$ cat src/rtl/bp_pkg.sv
// ============================================================================
// bp_pkg : shared constants and saturating-counter helpers for the BTB
// Revision: 1.0
// ============================================================================
`default_nettype none

package bp_pkg;

  localparam int XLEN_DEF  = 32;
  localparam int CTR_MAX_W = 4;

  function automatic logic [CTR_MAX_W-1:0] ctr_ones(input int bits);
    return CTR_MAX_W'((1 << bits) - 1);
  endfunction

  function automatic logic [CTR_MAX_W-1:0] ctr_wt(input int bits);
    return CTR_MAX_W'(1 << (bits - 1));
  endfunction

  function automatic logic [CTR_MAX_W-1:0] ctr_wnt(input int bits);
    return ctr_wt(bits) - CTR_MAX_W'(1);
  endfunction

  function automatic logic [CTR_MAX_W-1:0] sat_inc(input logic [CTR_MAX_W-1:0] v, input int bits);
    return (v == ctr_ones(bits)) ? v : v + CTR_MAX_W'(1);
  endfunction

  function automatic logic [CTR_MAX_W-1:0] sat_dec(input logic [CTR_MAX_W-1:0] v, input int bits);
    return (v == '0) ? v : v - CTR_MAX_W'(1);
  endfunction

endpackage

`default_nettype wire

$ cat src/rtl/bp_sat_ctr.sv
// ============================================================================
// bp_sat_ctr : saturating up/down direction counter with parallel load
// Revision: 1.0
// ============================================================================
`default_nettype none

module bp_sat_ctr
  import bp_pkg::*;
#(
  parameter int                CTR_BITS = 2,
  parameter logic [CTR_BITS-1:0] RST_VAL  = '0
) (
  input  logic                clk,
  input  logic                rst,
  input  logic                inc,
  input  logic                dec,
  input  logic                load,
  input  logic [CTR_BITS-1:0] load_val,
  output logic [CTR_BITS-1:0] cnt
);

  logic [CTR_BITS-1:0] cnt_q;
  logic [CTR_BITS-1:0] cnt_d;

  always_comb begin
    cnt_d = cnt_q;
    if (load) begin
      cnt_d = load_val;
    end else if (inc) begin
      cnt_d = CTR_BITS'(sat_inc(CTR_MAX_W'(cnt_q), CTR_BITS));
    end else if (dec) begin
      cnt_d = CTR_BITS'(sat_dec(CTR_MAX_W'(cnt_q), CTR_BITS));
    end
  end

  always_ff @(posedge clk or posedge rst) begin
    if (rst) begin
      cnt_q <= RST_VAL;
    end else begin
      cnt_q <= cnt_d;
    end
  end

  assign cnt = cnt_q;

endmodule

`default_nettype wire

$ cat src/rtl/branch_target_predictor.sv
// ============================================================================
// branch_target_predictor : direct-mapped BTB with per-entry direction counters
// Revision: 1.0
// ============================================================================
`default_nettype none

module branch_target_predictor
  import bp_pkg::*;
#(
  parameter int XLEN     = XLEN_DEF,
  parameter int ENTRIES  = 16,
  parameter int CTR_BITS = 2,
  parameter int STAT_W   = 16
) (
  input  logic              clk,
  input  logic              rst,
  input  logic [XLEN-1:0]   pc_if,
  output logic              pred_taken,
  output logic [XLEN-1:0]   pred_target,
  input  logic              upd_en,
  input  logic [XLEN-1:0]   upd_pc,
  input  logic              upd_taken,
  input  logic              upd_uncond,
  input  logic [XLEN-1:0]   upd_target,
  input  logic              upd_mispred,
  input  logic              inval,
  output logic [STAT_W-1:0] stat_upd,
  output logic [STAT_W-1:0] stat_mis
);

  localparam int IDX_W = $clog2(ENTRIES);
  localparam int TAG_W = XLEN - IDX_W - 2;
  localparam logic [CTR_BITS-1:0] CTR_WT   = CTR_BITS'(ctr_wt(CTR_BITS));
  localparam logic [CTR_BITS-1:0] CTR_WNT  = CTR_BITS'(ctr_wnt(CTR_BITS));
  localparam logic [CTR_BITS-1:0] CTR_ONES = CTR_BITS'(ctr_ones(CTR_BITS));

  logic [ENTRIES-1:0] valid_q, valid_d;
  logic [TAG_W-1:0]   tag_q    [ENTRIES];
  logic [TAG_W-1:0]   tag_d    [ENTRIES];
  logic [XLEN-1:0]    target_q [ENTRIES];
  logic [XLEN-1:0]    target_d [ENTRIES];
  logic [CTR_BITS-1:0] w_ctr   [ENTRIES];
  logic [STAT_W-1:0]  stat_upd_q, stat_upd_d;
  logic [STAT_W-1:0]  stat_mis_q, stat_mis_d;

  logic [IDX_W-1:0]    w_if_idx, w_upd_idx;
  logic [TAG_W-1:0]    w_if_tag, w_upd_tag;
  logic                w_if_hit, w_upd_hit, w_upd_tkn;
  logic                w_wr, w_alloc, w_hit_wr;
  logic [CTR_BITS-1:0] w_load_val;
  logic [3:0]          w_unused_pc_lsbs;

  assign w_unused_pc_lsbs = {pc_if[1:0], upd_pc[1:0]};

  // Read port: pure lookup of pre-edge table contents.
  assign w_if_idx    = pc_if[IDX_W+1:2];
  assign w_if_tag    = pc_if[XLEN-1:IDX_W+2];
  assign w_if_hit    = valid_q[w_if_idx] && (tag_q[w_if_idx] == w_if_tag);
  assign pred_taken  = w_if_hit && w_ctr[w_if_idx][CTR_BITS-1];
  assign pred_target = pred_taken ? target_q[w_if_idx] : pc_if + XLEN'(4);

  assign w_upd_idx  = upd_pc[IDX_W+1:2];
  assign w_upd_tag  = upd_pc[XLEN-1:IDX_W+2];
  assign w_upd_hit  = valid_q[w_upd_idx] && (tag_q[w_upd_idx] == w_upd_tag);
  assign w_upd_tkn  = upd_taken | upd_uncond;
  assign w_wr       = upd_en & ~inval;
  assign w_alloc    = w_wr & ~w_upd_hit & w_upd_tkn;
  assign w_hit_wr   = w_wr & w_upd_hit;
  assign w_load_val = upd_uncond ? CTR_ONES : CTR_WT;

  generate
    for (genvar i = 0; i < ENTRIES; i++) begin : g_ctr
      logic w_sel;
      assign w_sel = (w_upd_idx == IDX_W'(i));
      bp_sat_ctr #(
        .CTR_BITS (CTR_BITS),
        .RST_VAL  (CTR_WNT)
      ) u_ctr (
        .clk      (clk),
        .rst      (rst),
        .inc      (w_sel & w_hit_wr & ~upd_uncond & upd_taken),
        .dec      (w_sel & w_hit_wr & ~upd_uncond & ~upd_taken),
        .load     (w_sel & (w_alloc | (w_hit_wr & upd_uncond))),
        .load_val (w_load_val),
        .cnt      (w_ctr[i])
      );
    end
  endgenerate

  always_comb begin
    valid_d  = valid_q;
    tag_d    = tag_q;
    target_d = target_q;
    if (inval) begin
      valid_d = '0;
    end else if (w_alloc) begin
      valid_d[w_upd_idx] = 1'b1;
      tag_d[w_upd_idx]   = w_upd_tag;
    end
    if (w_wr && w_upd_tkn) begin
      target_d[w_upd_idx] = upd_target;
    end
  end

  always_comb begin
    stat_upd_d = stat_upd_q;
    stat_mis_d = stat_mis_q;
    if (upd_en && (stat_upd_q != {STAT_W{1'b1}})) begin
      stat_upd_d = stat_upd_q + STAT_W'(1);
    end
    if (upd_en && upd_mispred && (stat_mis_q != {STAT_W{1'b1}})) begin
      stat_mis_d = stat_mis_q + STAT_W'(1);
    end
  end

  always_ff @(posedge clk or posedge rst) begin
    if (rst) begin
      valid_q    <= '0;
      stat_upd_q <= '0;
      stat_mis_q <= '0;
      for (int i = 0; i < ENTRIES; i++) begin
        tag_q[i]    <= '0;
        target_q[i] <= '0;
      end
    end else begin
      valid_q    <= valid_d;
      stat_upd_q <= stat_upd_d;
      stat_mis_q <= stat_mis_d;
      tag_q      <= tag_d;
      target_q   <= target_d;
    end
  end

  assign stat_upd = stat_upd_q;
  assign stat_mis = stat_mis_q;

endmodule

`default_nettype wire

$ cat config.mk
export PLATFORM = sky130hd
export DESIGN_NAME = branch_target_predictor
export DESIGN_NICKNAME = d
export VERILOG_FILES = /design/src/rtl/bp_pkg.sv /design/src/rtl/bp_sat_ctr.sv /design/src/rtl/branch_target_predictor.sv
export SDC_FILE = /design/constraint.sdc
export NUM_CORES = 2
export LEC_CHECK = 0
export CAP_MARGIN = 20
export CORE_MARGIN = 8
export CORE_UTILIZATION = 56
export DETAILED_ROUTE_END_ITERATION = 16
export PLACE_DENSITY = 0.77
export SLEW_MARGIN = 20
export SYNTH_ARGS = -nofsm -noshare
export SYNTH_HDL_FRONTEND = slang
export SYNTH_SLANG_ARGS = --single-unit
$ cat constraint.sdc
create_clock -name clk -period 32.5 [get_ports clk]
set_input_delay 4.875 -clock clk [delete_from_list [all_inputs] [get_ports clk]]
set_output_delay 4.875 -clock clk [all_outputs]
set_load 0.01 [all_outputs]
# Word-level counts from Yosys, hierarchy flattened
# Index checks and enable logic that the tools add are counted.
# word_totals
word_cells,421
inputBits,103
out_inout_bits,65
regBits,1008
# classes
mux,108
n_bitwise,94
order_cmp,6
add_sub_neg,35
n_eq_ne,67
reduce_logical,60
# op_table
op,n
$bwmux 512,1
$bwmux 416,1
$bmux 26 s4,2
$mux 2,82
$mux 26,5
$bmux 32 s4,1
$demux 32 s4,1
$mux 32,4
$demux 26 s4,1
$and 1x1->1,85
$eq 26x26->1,2
$ne 3x1->1 const B,16
$ne 3x3->1 const B,16
$reduce_and 3->1,16
$reduce_bool 3->1,16
$add 16x1->16 const B,2
$add 2x1->2 const B,16
$add 32x3->32 const B,1
$eq 2x2->1 const B,16
$eq 4x4->1 const B,8
$logic_not 2->1,16
$mux 16,2
$ne 16x16->1 const B,2
$sub 2x1->2 const B,16
19 further kinds,42

# Logic depth before layout (Yosys ltp)
# logic_depth
word_depth,13
mapped_depth,17
ltp_nobuf,10

# Cells and area by module
# Synthesis repeated with hierarchy kept, for this count alone.
# hier_totals
hier_cells,3637
hier_area_um2,52103.7
# modules_own_cells
mod,n_inst,area_each_um2,cells_each
branch_target_predictor,1,50241.9,3413
bp_sat_ctr,16,116.4,14

# Worst setup path before layout
# No wires, ideal clock.
# synth_timing
kind,input-to-output
startpoint,input pc_if[2]
endpoint,output pred_target[0]
arrival_time_ns,8.118
required_ns,27.625
stages,10
path_slack_ns,19.507
n_path_buf,7
cell_sequence,buf_2 buf_4 buf_2 buf_2 clkbuf_1 clkbuf_1 buf_2 mux4_2 mux4_2 mux2_2
# synth_via
elab_chain_cells,8
elab_cells_between_ends,16
classes_between,eq/ne: 1; mux: 12; bitwise: 1; reduce/logical: 2
# synth_rtl
element,line_no,rtl
start: declaration,branch_target_predictor.sv:17,"input logic [XLEN-1:0] pc_if,"
$not 4->5 (not written as such),"branch_target_predictor.sv:58, branch_target_predictor.sv:59, branch_target_predictor.sv:60",
$bmux 26 s4,branch_target_predictor.sv:58,assign w_if_hit = valid_q[w_if_idx] && (tag_q[w_if_idx] == w_if_tag);
$mux 26 (not written as such) (2 in a row),branch_target_predictor.sv:58,
$eq 26x26->1,branch_target_predictor.sv:58,
$logic_and 1x1->1,branch_target_predictor.sv:58,
$logic_and 1x1->1,branch_target_predictor.sv:59,assign pred_taken = w_if_hit && w_ctr[w_if_idx][CTR_BITS-1];
$mux 32 (*),branch_target_predictor.sv:60,assign pred_target = pred_taken ? target_q[w_if_idx] : pc_if + XLEN'(4);
end: declaration,branch_target_predictor.sv:19,"output logic [XLEN-1:0] pred_target,"
# Mark *: on every way between the ends. The rest lies on a longest branch, timed or not. The select of a mux whose other input is x is not followed.

# Worst setup path in the final report
# layout_timing
startpoint,input pc_if[3]
endpoint,output pred_target[16]
# Same word-level chain as after synthesis.

==> results.sh <==
export IMPL_die_area_mm2=0.1018
export IMPL_hold_class="register to register"
export IMPL_nets=3752
export IMPL_nFillCells=6663
export IMPL_outcome="completed"
export IMPL_grt_overflow=0
export IMPL_synth_fp_nets=3715
export IMPL_grt_pass1_wl_um=216400
export IMPL_clockBufferDepth=3
export IMPL_ys_seq_area_share_pct=49.06
export IMPL_clockRootBuffer="clkbuf_16"
export IMPL_power_switching_uw=922.8
export IMPL_grt_usage_pct=27.58
export IMPL_crit_fanout=108
export IMPL_grt_pass1_vias=33860
export IMPL_vias=32680
export IMPL_setup_tns_final_ps=0
export IMPL_drv_cap=0
export IMPL_post_cts_resized=0
export IMPL_path_class="primary input to output pin"
export IMPL_antenna_found_initial=12
export IMPL_first_iter_violations=3260
export IMPL_cp_end_kind="output pin"
export IMPL_p_leak_nw=25.18
export IMPL_worstSetupStartpointType="primary input"
export IMPL_p_per_area_mw_per_mm2=60.89
export IMPL_cts_tree="done"
export IMPL_yosys_area_top_type_share_pct=48.24
export IMPL_synth_most_common_cell="dfrtp_1"
export IMPL_h_tree_depth=3
export IMPL_syn_to_final_growth_pct=11.74
export IMPL_fp_coreArea_mm2=0.09139
export IMPL_pre_cts_ws_ps=16970
export IMPL_synth_edf_count=0
export IMPL_ant_nets=0
export IMPL_fin_crit_ps=15480
export IMPL_async_flop_share_pct=100.0
export IMPL_post_cts_buffers=0
export IMPL_setup_viol=0
export IMPL_setup_ws_ps=17020
export IMPL_clk_latency_ps=700
export IMPL_hold_viol_final=0
export IMPL_die_height_um=319.1
export IMPL_initial_utilization_pct=56.31
export IMPL_port_buffers=165
export IMPL_cts_inserted_buffers=106
export IMPL_layout_drive_gt1_share_pct=42.26
export IMPL_fin_crit_sh_pct=47.62
export IMPL_yosys_register_bits=1008
export IMPL_p_int_mw=2.578
export IMPL_drt_total_wl_um=141100
export IMPL_syn_avg_cell_area_um2=14.26
export IMPL_rsz0062_at_grt="false"
export IMPL_finish_utilization_pct=62.92
export IMPL_hold_ws_ps=471.3
export IMPL_synth_main_ff_cell="dfrtp_1"
export IMPL_syn_area_mm2=0.05146
export IMPL_grt_start_max_net_pins=109
export IMPL_cp_data_arrival_time_ps=10600
export IMPL_finClkSkew_ps=52.18
export IMPL_yosys_top_cells_area="dfrtp_1, mux2_2, mux4_2"
export IMPL_synth_cell_types=82
export IMPL_drv_slew=0
export IMPL_synth_commonest_cells="dfrtp_1, mux2_2, mux4_2"
export IMPL_ir_worst_vdd_v=0.00004705
export IMPL_gp_congestion=0.8531
export IMPL_via_per_inst=6.642
export IMPL_wire_per_inst_um=28.68
export IMPL_ios=168
export IMPL_p_sw_share_pct=26.36
export IMPL_timing_fmax_mhz=64.62
export IMPL_yosys_area_top_type="dfrtp_1"
export IMPL_p_comb_share_pct=18.1
export IMPL_ctsHoldBuffers=0
export IMPL_die_x_um=319.1
export IMPL_path_clk_slew_ps=60
export IMPL_dp_hpwl_um=82920
export IMPL_drt_first_pass_iters=6
export IMPL_max_slew_margin_rel_pct=23.45
export IMPL_worstMarginPinSlew_ps=1148
export IMPL_drc_errors=0
export IMPL_seq_power_share_pct=46.2
export IMPL_syn_inst=3609
export IMPL_numClockSinks=1008
export IMPL_critPathRequiredTime_ps=27620
export IMPL_yosys_warnings=0
export IMPL_pwr_share_clk_pct=35.8
export IMPL_num_rows=111
metal layers:
layer  track usage, %  wire (um)  vias to the layer above
met5                0         56                        -
met4            11.12       5847                       10
met1            37.23      56450                    17440
met2            43.80      67780                     1330
li1                 -          -                    13600
met3            5.934      11000                      303
layout make-up:
cell class,count,area [um^2],area share [%]
diodes,6,15.01,0.02611
clock buffers,155,3107,5.403
clock inverters,36,499.2,0.8683
inverters,21,82.58,0.1436
multi-input cells,2272,24860,43.24
flip-flops and latches,1008,25240,43.90
well taps,1186,1484,2.581
repair buffers,237,2203,3.832
metrics by stage:
stage | area [um^2] | total power [mW] | cells
floorplan | 51460 | 2.075 | 3609
global placement | 53840 | 2.228 | 4721
detailed placement | 53870 | 2.261 | 4723
CTS | 57480 | 3.516 | 4914
global route | 57500 | 3.637 | 4920
finish | 57500 | 3.501 | 4921
path summary, 6_finish.rpt:
| kind | startpoint | cells after the start | to | slack, ps |
|---|---|---|---|---|
| min in group asynchronous | rst | 2 | tag_q[69] | 4690 |
| worst max register to register | tag_q[95] | 11 | tag_q[339] | 27740 |
| worst min register to register | target_q[397] | 2 | target_q[397] | 470 |
| max in group asynchronous | rst | 6 | target_q[147] | 23950 |
| worst max-delay path | pc_if[3] | 11 | pred_target[16] | 17020 |
| worst min-delay path | target_q[397] | 2 | target_q[397] | 470 |
flip-flops by register name, indices dropped and copies added, names as in the netlist:
signal / count
g_ctr.u_ctr.cnt: 32
stat_upd: 16
tag_q: 416
stat_mis: 16
target_q: 512
valid_q: 16
cell families (layout without fill, tap and decap cells):
group	count (synthesis)	count (layout)	synth area share (%)
multiplexers	1362	1362	38.02
flip-flops	1008	1008	49.06
AND/OR/NAND/NOR	594	594	5.328
buffers and inverters	329	449	2.971
AO/OA/AOI/OAI	199	199	2.604
XOR/XNOR	113	113	1.923
adder cells (fa/ha/maj)	4	4	0.09241
other	0	6	0
cells in the final DEF (no fill, tap or decap), drive strengths merged, types with 51 or more instances in the layout:
master         instances
xnor2                 74
nand3                 51
mux4                 379
mux2                 905
nand2                298
clkdlybuf4s50        157
clkbuf               155
buf                   80
nor2                 104
dfrtp                992
mux2i                 78
worst max-delay path, stage by stage:
cell	delay, ps
buf_8	630
buf_4	980
mux4_2	430
mux4_2	550
xnor2_1	280
nand2_1	100
or3b_2	470
nor3_1	220
nand2_2	660
mux2_2	610
clkdlybuf4s50_1	510
power groups by stage:
stage | Clock [mW] | Sequential (mW) | Combinational, mW
2_1_floorplan | 0 | 1.59 | 0.483
5_1_grt | 1.32 | 1.64 | 0.680
3_5_place_dp | 0 | 1.63 | 0.632
3_3_place_gp | 0 | 1.62 | 0.612
6_report | 1.25 | 1.62 | 0.633
4_1_cts | 1.27 | 1.61 | 0.636
No activity file was read; power rests on OpenSTA's default activity.
